===== config.mk =====
export PLATFORM = sky130hd
export DESIGN_NAME = fetch_line_fill_bridge_flat
export DESIGN_NICKNAME = d
export VERILOG_FILES = /design/src/rtl/fetch_line_fill_bridge_if.sv /design/src/rtl/fetch_line_fill_bridge.sv /design/src/flat_wrapper.sv
export SDC_FILE = /design/constraint.sdc
export NUM_CORES = 1
export LEC_CHECK = 0
export BUFFER_PORTS_ARGS = -buffer_cell sky130_fd_sc_hd__buf_2
export CAP_MARGIN = 10
export CORE_ASPECT_RATIO = 1.25
export CORE_MARGIN = 10
export CORE_UTILIZATION = 47
export CTS_BUF_LIST = sky130_fd_sc_hd__clkbuf_2 sky130_fd_sc_hd__clkbuf_4 sky130_fd_sc_hd__clkbuf_8
export DETAILED_ROUTE_END_ITERATION = 7
export GPL_ROUTABILITY_DRIVEN = 1
export PLACE_DENSITY = 0.8
export SLEW_MARGIN = 25
export SYNTH_ARGS = -nofsm -noshare
export SYNTH_HDL_FRONTEND = slang
export SYNTH_SLANG_ARGS = --single-unit

===== constraint.sdc =====
create_clock -name clk -period 2.5 [get_ports clk]
set_clock_uncertainty 0.2 [all_clocks]
set_input_delay 0.125 -clock clk [delete_from_list [all_inputs] [get_ports clk]]
set_output_delay 0.125 -clock clk [all_outputs]
set_load 0.02 [all_outputs]

===== src/rtl/fetch_line_fill_bridge_if.sv =====
// Line-fill request/return port plus pipelined single-word read bus.
// The bridge uses the master view; the cache and bus side use the slave view.
interface fetch_line_fill_bridge_if #(
  parameter int unsigned RLEN_W = 5
) ();
  logic              req;
  logic [29:0]       req_addr;
  logic [RLEN_W-1:0] req_rlen;
  logic              req_ack;
  logic              rvalid;
  logic [31:0]       rdata;
  logic              bus_req;
  logic [31:0]       bus_addr;
  logic              bus_ready;
  logic              bus_rvalid;
  logic [31:0]       bus_rdata;
  logic              busy;
  logic              protocol_err;

  modport master (
    input  req, req_addr, req_rlen, bus_ready, bus_rvalid, bus_rdata,
    output req_ack, rvalid, rdata, bus_req, bus_addr, busy, protocol_err
  );

  modport slave (
    output req, req_addr, req_rlen, bus_ready, bus_rvalid, bus_rdata,
    input  req_ack, rvalid, rdata, bus_req, bus_addr, busy, protocol_err
  );
endinterface


===== src/rtl/fetch_line_fill_bridge.sv =====
// Turns one instruction-cache line-fill request into in-order single-word bus
// reads, always starting from the line-aligned base, and returns the beats.
module fetch_line_fill_bridge #(
  parameter int unsigned MAX_OUTSTANDING = 4,
  parameter int unsigned RLEN_W          = 5
) (
  input  logic                     clk,
  input  logic                     rst,
  fetch_line_fill_bridge_if.master io
);
  localparam int unsigned       CNT_W    = RLEN_W + 1;
  localparam int unsigned       OUT_W    = $clog2(MAX_OUTSTANDING + 1);
  localparam logic [OUT_W-1:0]  MAX_OUT  = OUT_W'(MAX_OUTSTANDING);
  localparam logic [OUT_W-1:0]  OUT_ZERO = {OUT_W{1'b0}};
  localparam logic [OUT_W-1:0]  OUT_ONE  = OUT_W'(1);
  localparam logic [CNT_W-1:0]  CNT_ZERO = {CNT_W{1'b0}};
  localparam logic [CNT_W-1:0]  CNT_ONE  = CNT_W'(1);

  typedef enum logic [1:0] {
    IDLE  = 2'd0,
    ISSUE = 2'd1,
    DRAIN = 2'd2
  } state_e;

  state_e            state_q;
  logic [29:0]       base_q;
  logic [CNT_W-1:0]  issue_cnt_q;
  logic [CNT_W-1:0]  resp_cnt_q;
  logic [RLEN_W-1:0] last_q;
  logic [OUT_W-1:0]  outstanding_q;
  logic [OUT_W-1:0]  outstanding_d;
  logic              rvalid_q;
  logic [31:0]       rdata_q;
  logic              protocol_err_q;

  logic              ack_s;
  logic              bus_req_s;
  logic              issue_fire_s;
  logic              resp_fire_s;
  logic              spurious_s;
  logic              last_issue_s;
  logic              fill_done_s;
  logic [CNT_W-1:0]  last_ext_s;
  logic [29:0]       req_base_s;
  logic [29:0]       issue_addr_s;

  // A response in the same cycle frees a slot, so it may re-open the request.
  always_comb begin
    ack_s = io.req & (state_q == IDLE);
    if (state_q == ISSUE) begin
      bus_req_s = (outstanding_q < MAX_OUT) | io.bus_rvalid;
    end else begin
      bus_req_s = 1'b0;
    end
    issue_fire_s = bus_req_s & io.bus_ready;
    resp_fire_s  = io.bus_rvalid & (outstanding_q != OUT_ZERO);
    spurious_s   = io.bus_rvalid & (outstanding_q == OUT_ZERO);
    last_ext_s   = {1'b0, last_q};
    last_issue_s = (issue_cnt_q == last_ext_s);
    fill_done_s  = (resp_cnt_q == (last_ext_s + CNT_ONE));
    req_base_s   = io.req_addr & ~{{(30 - RLEN_W){1'b0}}, io.req_rlen};
    issue_addr_s = base_q + 30'(issue_cnt_q);
  end

  // Outstanding-read count; an accept and a response in one cycle cancel out.
  always_comb begin
    case ({issue_fire_s, resp_fire_s})
      2'b10:   outstanding_d = outstanding_q + OUT_ONE;
      2'b01:   outstanding_d = outstanding_q - OUT_ONE;
      default: outstanding_d = outstanding_q;
    endcase
  end

  // Fill sequencer with its counters and the registered beat-return path.
  always_ff @(posedge clk) begin
    if (rst) begin
      state_q        <= IDLE;
      base_q         <= 30'd0;
      issue_cnt_q    <= CNT_ZERO;
      resp_cnt_q     <= CNT_ZERO;
      last_q         <= {RLEN_W{1'b0}};
      outstanding_q  <= OUT_ZERO;
      rvalid_q       <= 1'b0;
      rdata_q        <= 32'd0;
      protocol_err_q <= 1'b0;
    end else begin
      outstanding_q <= outstanding_d;
      rvalid_q      <= resp_fire_s;
      if (resp_fire_s) begin
        rdata_q    <= io.bus_rdata;
        resp_cnt_q <= resp_cnt_q + CNT_ONE;
      end
      // Responses with nothing outstanding are dropped but remembered.
      if (spurious_s) begin
        protocol_err_q <= 1'b1;
      end
      case (state_q)
        IDLE: begin
          if (ack_s) begin
            base_q      <= req_base_s;
            issue_cnt_q <= CNT_ZERO;
            resp_cnt_q  <= CNT_ZERO;
            last_q      <= io.req_rlen;
            state_q     <= ISSUE;
          end
        end
        ISSUE: begin
          if (issue_fire_s) begin
            issue_cnt_q <= issue_cnt_q + CNT_ONE;
            if (last_issue_s) begin
              state_q <= DRAIN;
            end
          end
        end
        DRAIN: begin
          // The final beat is on rvalid this cycle; the next ack may follow.
          if (fill_done_s) begin
            state_q <= IDLE;
          end
        end
        default: begin
          state_q <= IDLE;
        end
      endcase
    end
  end

  assign io.req_ack      = ack_s;
  assign io.bus_req      = bus_req_s;
  assign io.bus_addr     = {issue_addr_s, 2'b00};
  assign io.rvalid       = rvalid_q;
  assign io.rdata        = rdata_q;
  assign io.busy         = (state_q != IDLE) | rvalid_q;
  assign io.protocol_err = protocol_err_q;

endmodule


===== src/flat_wrapper.sv =====
// flat-port wrapper written by rule: the top's interface ports become plain ports
module fetch_line_fill_bridge_flat 
#(
  parameter int unsigned MAX_OUTSTANDING = 4,
  parameter int unsigned RLEN_W          = 5
)
  (clk, rst, io_req, io_req_addr, io_req_rlen, io_bus_ready, io_bus_rvalid, io_bus_rdata, io_req_ack, io_rvalid, io_rdata, io_bus_req, io_bus_addr, io_busy, io_protocol_err);
  fetch_line_fill_bridge_if #(.RLEN_W(RLEN_W)) io_i ();
  input  logic clk;
  input  logic rst;
  input wire logic [$bits(io_i.req)-1:0] io_req;
  input wire logic [$bits(io_i.req_addr)-1:0] io_req_addr;
  input wire logic [$bits(io_i.req_rlen)-1:0] io_req_rlen;
  input wire logic [$bits(io_i.bus_ready)-1:0] io_bus_ready;
  input wire logic [$bits(io_i.bus_rvalid)-1:0] io_bus_rvalid;
  input wire logic [$bits(io_i.bus_rdata)-1:0] io_bus_rdata;
  output wire logic [$bits(io_i.req_ack)-1:0] io_req_ack;
  output wire logic [$bits(io_i.rvalid)-1:0] io_rvalid;
  output wire logic [$bits(io_i.rdata)-1:0] io_rdata;
  output wire logic [$bits(io_i.bus_req)-1:0] io_bus_req;
  output wire logic [$bits(io_i.bus_addr)-1:0] io_bus_addr;
  output wire logic [$bits(io_i.busy)-1:0] io_busy;
  output wire logic [$bits(io_i.protocol_err)-1:0] io_protocol_err;
  assign io_i.req = io_req;
  assign io_i.req_addr = io_req_addr;
  assign io_i.req_rlen = io_req_rlen;
  assign io_i.bus_ready = io_bus_ready;
  assign io_i.bus_rvalid = io_bus_rvalid;
  assign io_i.bus_rdata = io_bus_rdata;
  assign io_req_ack = io_i.req_ack;
  assign io_rvalid = io_i.rvalid;
  assign io_rdata = io_i.rdata;
  assign io_bus_req = io_i.bus_req;
  assign io_bus_addr = io_i.bus_addr;
  assign io_busy = io_i.busy;
  assign io_protocol_err = io_i.protocol_err;
  fetch_line_fill_bridge #(.MAX_OUTSTANDING(MAX_OUTSTANDING), .RLEN_W(RLEN_W)) u_core (.clk(clk), .rst(rst), .io(io_i));
endmodule

# --- Word-level counts from Yosys, hierarchy flattened ---
# Index checks and enable logic that the tools add are counted.
word_totals:
  out_inout_bits: 69
  inputBits: 72
  wordCells: 56
  regBits: 86
classes:
  n_lt_le_gt_ge: 1
  eq_ne: 10
  reduce_logical: 9
  n_addsub: 6
  n_mux: 13
  bitwise: 8
op_table:
  columns: ["op", "n"]
  rows:
  - ["30-bit by 6-bit adder with 30-bit output", 1]
  - ["30-bit bitwise AND", 1]
  - ["6-bit two-way mux", 5]
  - ["5-bit NOT with 30-bit output", 1]
  - ["6-bit by 1-bit adder with 6-bit output, second input constant", 2]
  - ["6-bit one-hot mux with 2 select lines", 1]
  - ["2-bit two-way mux", 4]
  - ["5-bit by 1-bit adder with 6-bit output, second input constant", 1]
  - ["6-bit by 5-bit equality test with 1-bit output", 1]
  - ["6-bit equality test", 1]
  - ["2-bit by 1-bit inequality test with 1-bit output, second input constant", 3]
  - ["2-bit one-hot mux with 3 select lines", 1]
  - ["3-bit one-hot mux with 2 select lines", 1]
  - ["2-bit nonzero test", 3]
  - ["1-bit bitwise AND", 4]
  - ["2-bit by 1-bit equality test with 1-bit output, second input constant", 2]
  - ["2-bit equality test, second input constant", 2]
  - ["4-bit AND reduction", 1]
  - ["3-bit by 1-bit adder with 3-bit output, second input constant", 1]
  - ["3-bit zero test", 1]
  - ["3-bit < comparator, second input constant", 1]
  - ["3-bit AND reduction", 1]
  - ["3-bit nonzero test", 1]
  - ["3-bit by 1-bit subtractor with 3-bit output, second input constant", 1]
  - ["5 further kinds", 6]

# --- Longest topological paths before layout ---
depth:
  ltp_word: 6
  mapped_depth: 12
  ltp_nobuf: 9

# --- Least setup slack after synthesis ---
# No wires, ideal clock.
synth_path:
  path_kind: "register -> register"
  from: "register u_core.outstanding_q[0]"
  to: "register u_core.outstanding_q[2]"
  path_stages_with_launch: 13
  required_time_ns: 2.230
  setup_time_ns: 0.070
  arrival_ns: 2.315
  period_less_slack_ns: 2.585
  slack_ns: -0.085
  n_path_buf: 3
  cell_sequence: "dfxtp_1 > nor3_1 > nand2b_1 > clkbuf_1 > inv_1 > buf_2 > buf_2 > ha_1 > inv_1 > fa_1 > xor2_1 > or3_1 > a21oi_1"
synth_between:
  word_cells_on_any_way: 12
  cone_classes: "add/sub (2); order compare (1); eq/ne (2); mux (2); bitwise (3); reduce/logical (2)"
synth_lines:
  columns: ["item", "line", "rtl"]
  rows:
  - ["start: declaration", "fetch_line_fill_bridge.sv:30", "logic [OUT_W-1:0] outstanding_q;"]
  - ["start signal: assignment", "fetch_line_fill_bridge.sv:87", "outstanding_q <= outstanding_d;"]
  - ["3-bit nonzero test *", "fetch_line_fill_bridge.sv:56", "resp_fire_s = io.bus_rvalid & (outstanding_q != OUT_ZERO);"]
  - ["1-bit bitwise AND *", "fetch_line_fill_bridge.sv:56", null]
  - ["named net u_core.resp_fire_s", "fetch_line_fill_bridge.sv:39", "logic resp_fire_s;"]
  - ["2-bit by 1-bit equality test with 1-bit output or 2-bit equality test (tied branches)", "fetch_line_fill_bridge.sv:67", "case ({issue_fire_s, resp_fire_s})"]
  - ["3-bit one-hot mux with 2 select lines or 2-bit nonzero test (tied branches)", null, null]
# The timed path passes the listed nets; every way through them passes the cells marked *.
# A chain may end at the register's enable or synchronous reset.

# --- Final worst setup path ---
layout_path:
  from: "register u_core.issue_cnt_q[2]"
  to: "output io_bus_addr[29]"
layout_between:
  elab_chain_len: 1
layout_rtl:
  columns: ["item", "line", "rtl"]
  rows:
  - ["start: declaration", "fetch_line_fill_bridge.sv:27", "logic [CNT_W-1:0] issue_cnt_q;"]
  - ["start signal: assignment", "fetch_line_fill_bridge.sv:109", "issue_cnt_q <= issue_cnt_q + CNT_ONE;"]
  - ["30-bit by 6-bit adder with 30-bit output", "fetch_line_fill_bridge.sv:62", "issue_addr_s = base_q + 30'(issue_cnt_q);"]
  - ["end: declaration", "flat_wrapper.sv:21", "output wire logic [$bits(io_i.bus_addr)-1:0] io_bus_addr;"]
# Every way passes these cells.

==> reports/metrics.yaml <==
critical_path:
  worstPathRequired_ps: 2170
  start_kind: "flop"
  slowest_stage: "dfxtp_4"
  reg2reg_setup_slack_ps: 170
  end_kind: "output port"
  r2r_end: "u_core.outstanding_q[2]"
  critPathTopFamily: "compound AO/OA/AOI/OAI gates"
  r2r_start: "u_core.outstanding_q[2]"
  critical_path_buf_inv_count: 2
  critPathMaxStageDelay_ps: 360
  crit_arrival_ps: 2430
  crit_fanout: 7
  crit_type: "reg -> out"
  worstRegToRegCells: 9
  worstPathCellList: "ha_4, o211ai_1, o211a_1, nor3_4, buf_12, nand4_1, xnor2_1, buf_4"
detailed_routing:
  wl_um: 14100
  drt-vias-per-instance: 5.34
  wl_per_cell_um: 17.2
  drtAntennaViolNets: 0
  num_vias: 4365
  drc: 0
  drt_pre_antenna_iters: 6
  drtIter0Drc: 222
power_and_ir_drop:
  p_leak_nw: 2.72
  p_comb_frac: 0.338
  power_mw: 3.89
  switchingPower_mw: 1.42
  switching_share: 0.364
  powerDensity_nw_per_um2: 646
  max-vdd-ir-drop_v: 0.000436
  seq_power_share: 0.441
  cell_internal_pwr_mw: 2.47
  clock_power_share: 0.220
clock_tree:
  cts_num_sinks: 86
  cts_made_buffers: 9
  clk_latency_ps: 340
  cts_tree: "done"
  path_clk_slew_ps: 80
  cts_buffer_depth: 2
  cts_htree_levels: 3
  root_buffer: "clkbuf_8"
grt:
  grt_max_degree: 46
  overflow: 0
  grt_pass1_vias: 4463
  antenna_found_initial: 0
  grt_pass1_wl_um: 21700
  grt.total_usage: 0.213
synth:
  seq_area_frac_synth: 0.426
  synth_top_flop_cell: "dfxtp_1"
  ys_async_sr_fraction: 0
  ys_seq_elements: 86
  syn_area_per_cell_sq_um: 8.01
  synth_warnings: 0
  synth_area_sq_um: 4040
  syn_inst: 504
  synthDistinctLibCells: 43
  synth_edf_count: 0
layout:
  fin_nets: 801
  num-fill-cells: 551
  multiInputGateArea_sq_um: 2330
  regArea_sq_um: 1740
  drive_gt1_frac: 0.296
  final_util: 0.727
  area_growth_pct: 49.3
place:
  port_buffers: 138
  dp_hpwl_um: 8320
  routabilityCongestion: 0.863
floorplanning:
  start_util: 0.487
  ios: 141
  row_count: 37
  dieHeight_um: 124
  coreArea_sq_um: 8290
  dieArea_sq_um: 12700
  die_x_um: 103
min_path:
  min_from: "rst"
  hold_depth: 2
  holdCritPathClass: "in -> reg"
  min_to: "u_core.outstanding_q[0]"
sta:
  drv_slew: 0
  slew_headroom: 0.563
  max_freq_mhz: 364
  finalCriticalPeriod_ps: 2750
  worstMarginPinSlew_ps: 656
  finalHoldViolCount: 0
  rsz0062_at_grt: "yes"
  finalSetupTns_ps: -1700
  layout_setup_ws_ps: -251
  setup_viol: 21
  fin_crit_sh: 1.10
job:
  maxCapViolCount: 0
run_status:
  status: "finished with violations"
  failed_checks: "negative setup slack"
==> cells in the mapped netlist, drive strengths merged (2+ instances only) <==
library cell / instances / share of area
inv: 6 / 0.0056
ha: 10 / 0.031
and4: 5 / 0.011
nand2b: 3 / 0.0046
or3: 2 / 0.0031
clkbuf: 16 / 0.015
nand3: 12 / 0.016
nor2: 23 / 0.021
dfxtp: 86 / 0.43
xnor2: 32 / 0.069
a21oi: 77 / 0.095
a211oi: 2 / 0.0037
a21o: 3 / 0.0056
buf: 13 / 0.017
and3: 4 / 0.0065
and2: 2 / 0.0031
xor2: 20 / 0.043
nand4: 8 / 0.012
nand3b: 5 / 0.0093
nor3: 6 / 0.0099
o21ai: 4 / 0.0050
nor4: 2 / 0.0031
nand2: 149 / 0.14
fa: 2 / 0.0099
==> metal layers <==
layer  share of wire  routed length [um]  GRT usage  up-vias
met5               0                   0          0        -
li1                -                   -          -     2091
met4           0.033                 467      0.105        0
met2            0.50                7010      0.372      227
met1            0.37                5220      0.219     2004
met3           0.097                1370     0.0781       43
==> placed cells by master (no fill, tap or decap), types with 2 or more instances in the layout <==
cell type      instances
and4_1                 4
buf_12                 3
buf_2                116
ha_4                   5
ha_1                   5
clkbuf_8              11
clkinv_2               2
nand2_1              147
xor2_1                20
nand4_1                8
a21oi_1               77
nand2b_1               3
nor3_1                 4
nor3_4                 2
o21ai_0                4
and2_1                 2
dfxtp_1               76
nand3_1                7
and3_1                 2
dfxtp_2                6
nand3_2                5
xnor2_1               27
inv_1                  5
nand2_4                2
dfxtp_4                4
dlygate4sd3_1         69
or3_1                  2
nor2_1                22
conb_1                 2
nor4_1                 2
buf_4                 41
xnor2_2                5
nand3b_1               5
and3_2                 2
a21o_1                 3
==> cells by family after synthesis <==
kind of cell	after synthesis	share of synthesized area
other	1	0.000929
and+or+nand+nor	225	0.253
adders and majority gates	12	0.0409
buffers and inverters	35	0.0378
DFF	86	0.426
AOI/OAI and AO/OA	93	0.128
xor gates and xnor gates	52	0.113
==> flip-flops by register name, summed over array words and instances, names as in the netlist <==
signal                  cells
u_core.io.rdata            32
u_core.base_q              30
u_core.issue_cnt_q          6
u_core.resp_cnt_q           6
u_core.last_q               5
u_core.outstanding_q        3
u_core.state_q              2
u_core.io.protocol_err      1
u_core.io.rvalid            1
==> stage by stage <==
stage	hold slack, ps	std cells	worst slack (ps)	instance area [sq um]
after global placement	165	721	89.9	4810
final	97.5	817	-251	6030
after floorplan	61.0	505	18.8	4050
after CTS	67.7	812	-110	5910
after detailed placement	171	721	-9.21	4810
after global routing	109	816	-347	6030
==> power groups by stage <==
stage	clock, mW	combinational [mW]	sequential [mW]
after global routing	0.934	1.44	1.74
after global placement	0	1.14	1.72
after floorplan	0	0.654	1.85
after detailed placement	0	1.16	1.73
after CTS	0.888	1.28	1.70
final	0.858	1.32	1.72
==> repair_timing <==
item,in CTS,in global routing
endpoints found under the setup margin,24,24
pin swaps,16,9
buffers inserted,9,4
endpoints found under the hold margin,69,0
hold buffers,69,0
resized for setup,44,20
==> final cells by class <==
cell class	instances	share of cell area
diodes	1	0.000415
clock buffers	11	0.0251
clock inverters	2	0.00166
inverters	6	0.00374
multi-input cells	384	0.386
flip-flops and latches	86	0.289
well taps	97	0.0201
repair buffers	230	0.274
==> worst register-to-register path, stage by stage (launching register included) <==
cell and delay (ps):
dfxtp_2 360, nand2b_1 70, and4b_1 270, inv_2 120, ha_1 190, inv_1 60, fa_1 380, xor2_1 160
or3_1 300, a21oi_1 140
==> how the worst max path moves through the flow <==
stage | start | to | slack [ps] | depth (start not counted)
2_1_floorplan | u_core.outstanding_q[0] | u_core.outstanding_q[2] | 20 | 12
3_3_place_gp | u_core.issue_cnt_q[4] | io_bus_addr[29] | 90 | 7
3_5_place_dp | u_core.issue_cnt_q[4] | io_bus_addr[17] | -9 | 7
4_1_cts | u_core.base_q[0] | io_bus_addr[26] | -110 | 8
5_1_grt | u_core.issue_cnt_q[2] | io_bus_addr[29] | -350 | 8
6_report | u_core.issue_cnt_q[2] | io_bus_addr[29] | -250 | 8
Power figures use the tool's default switching activity.
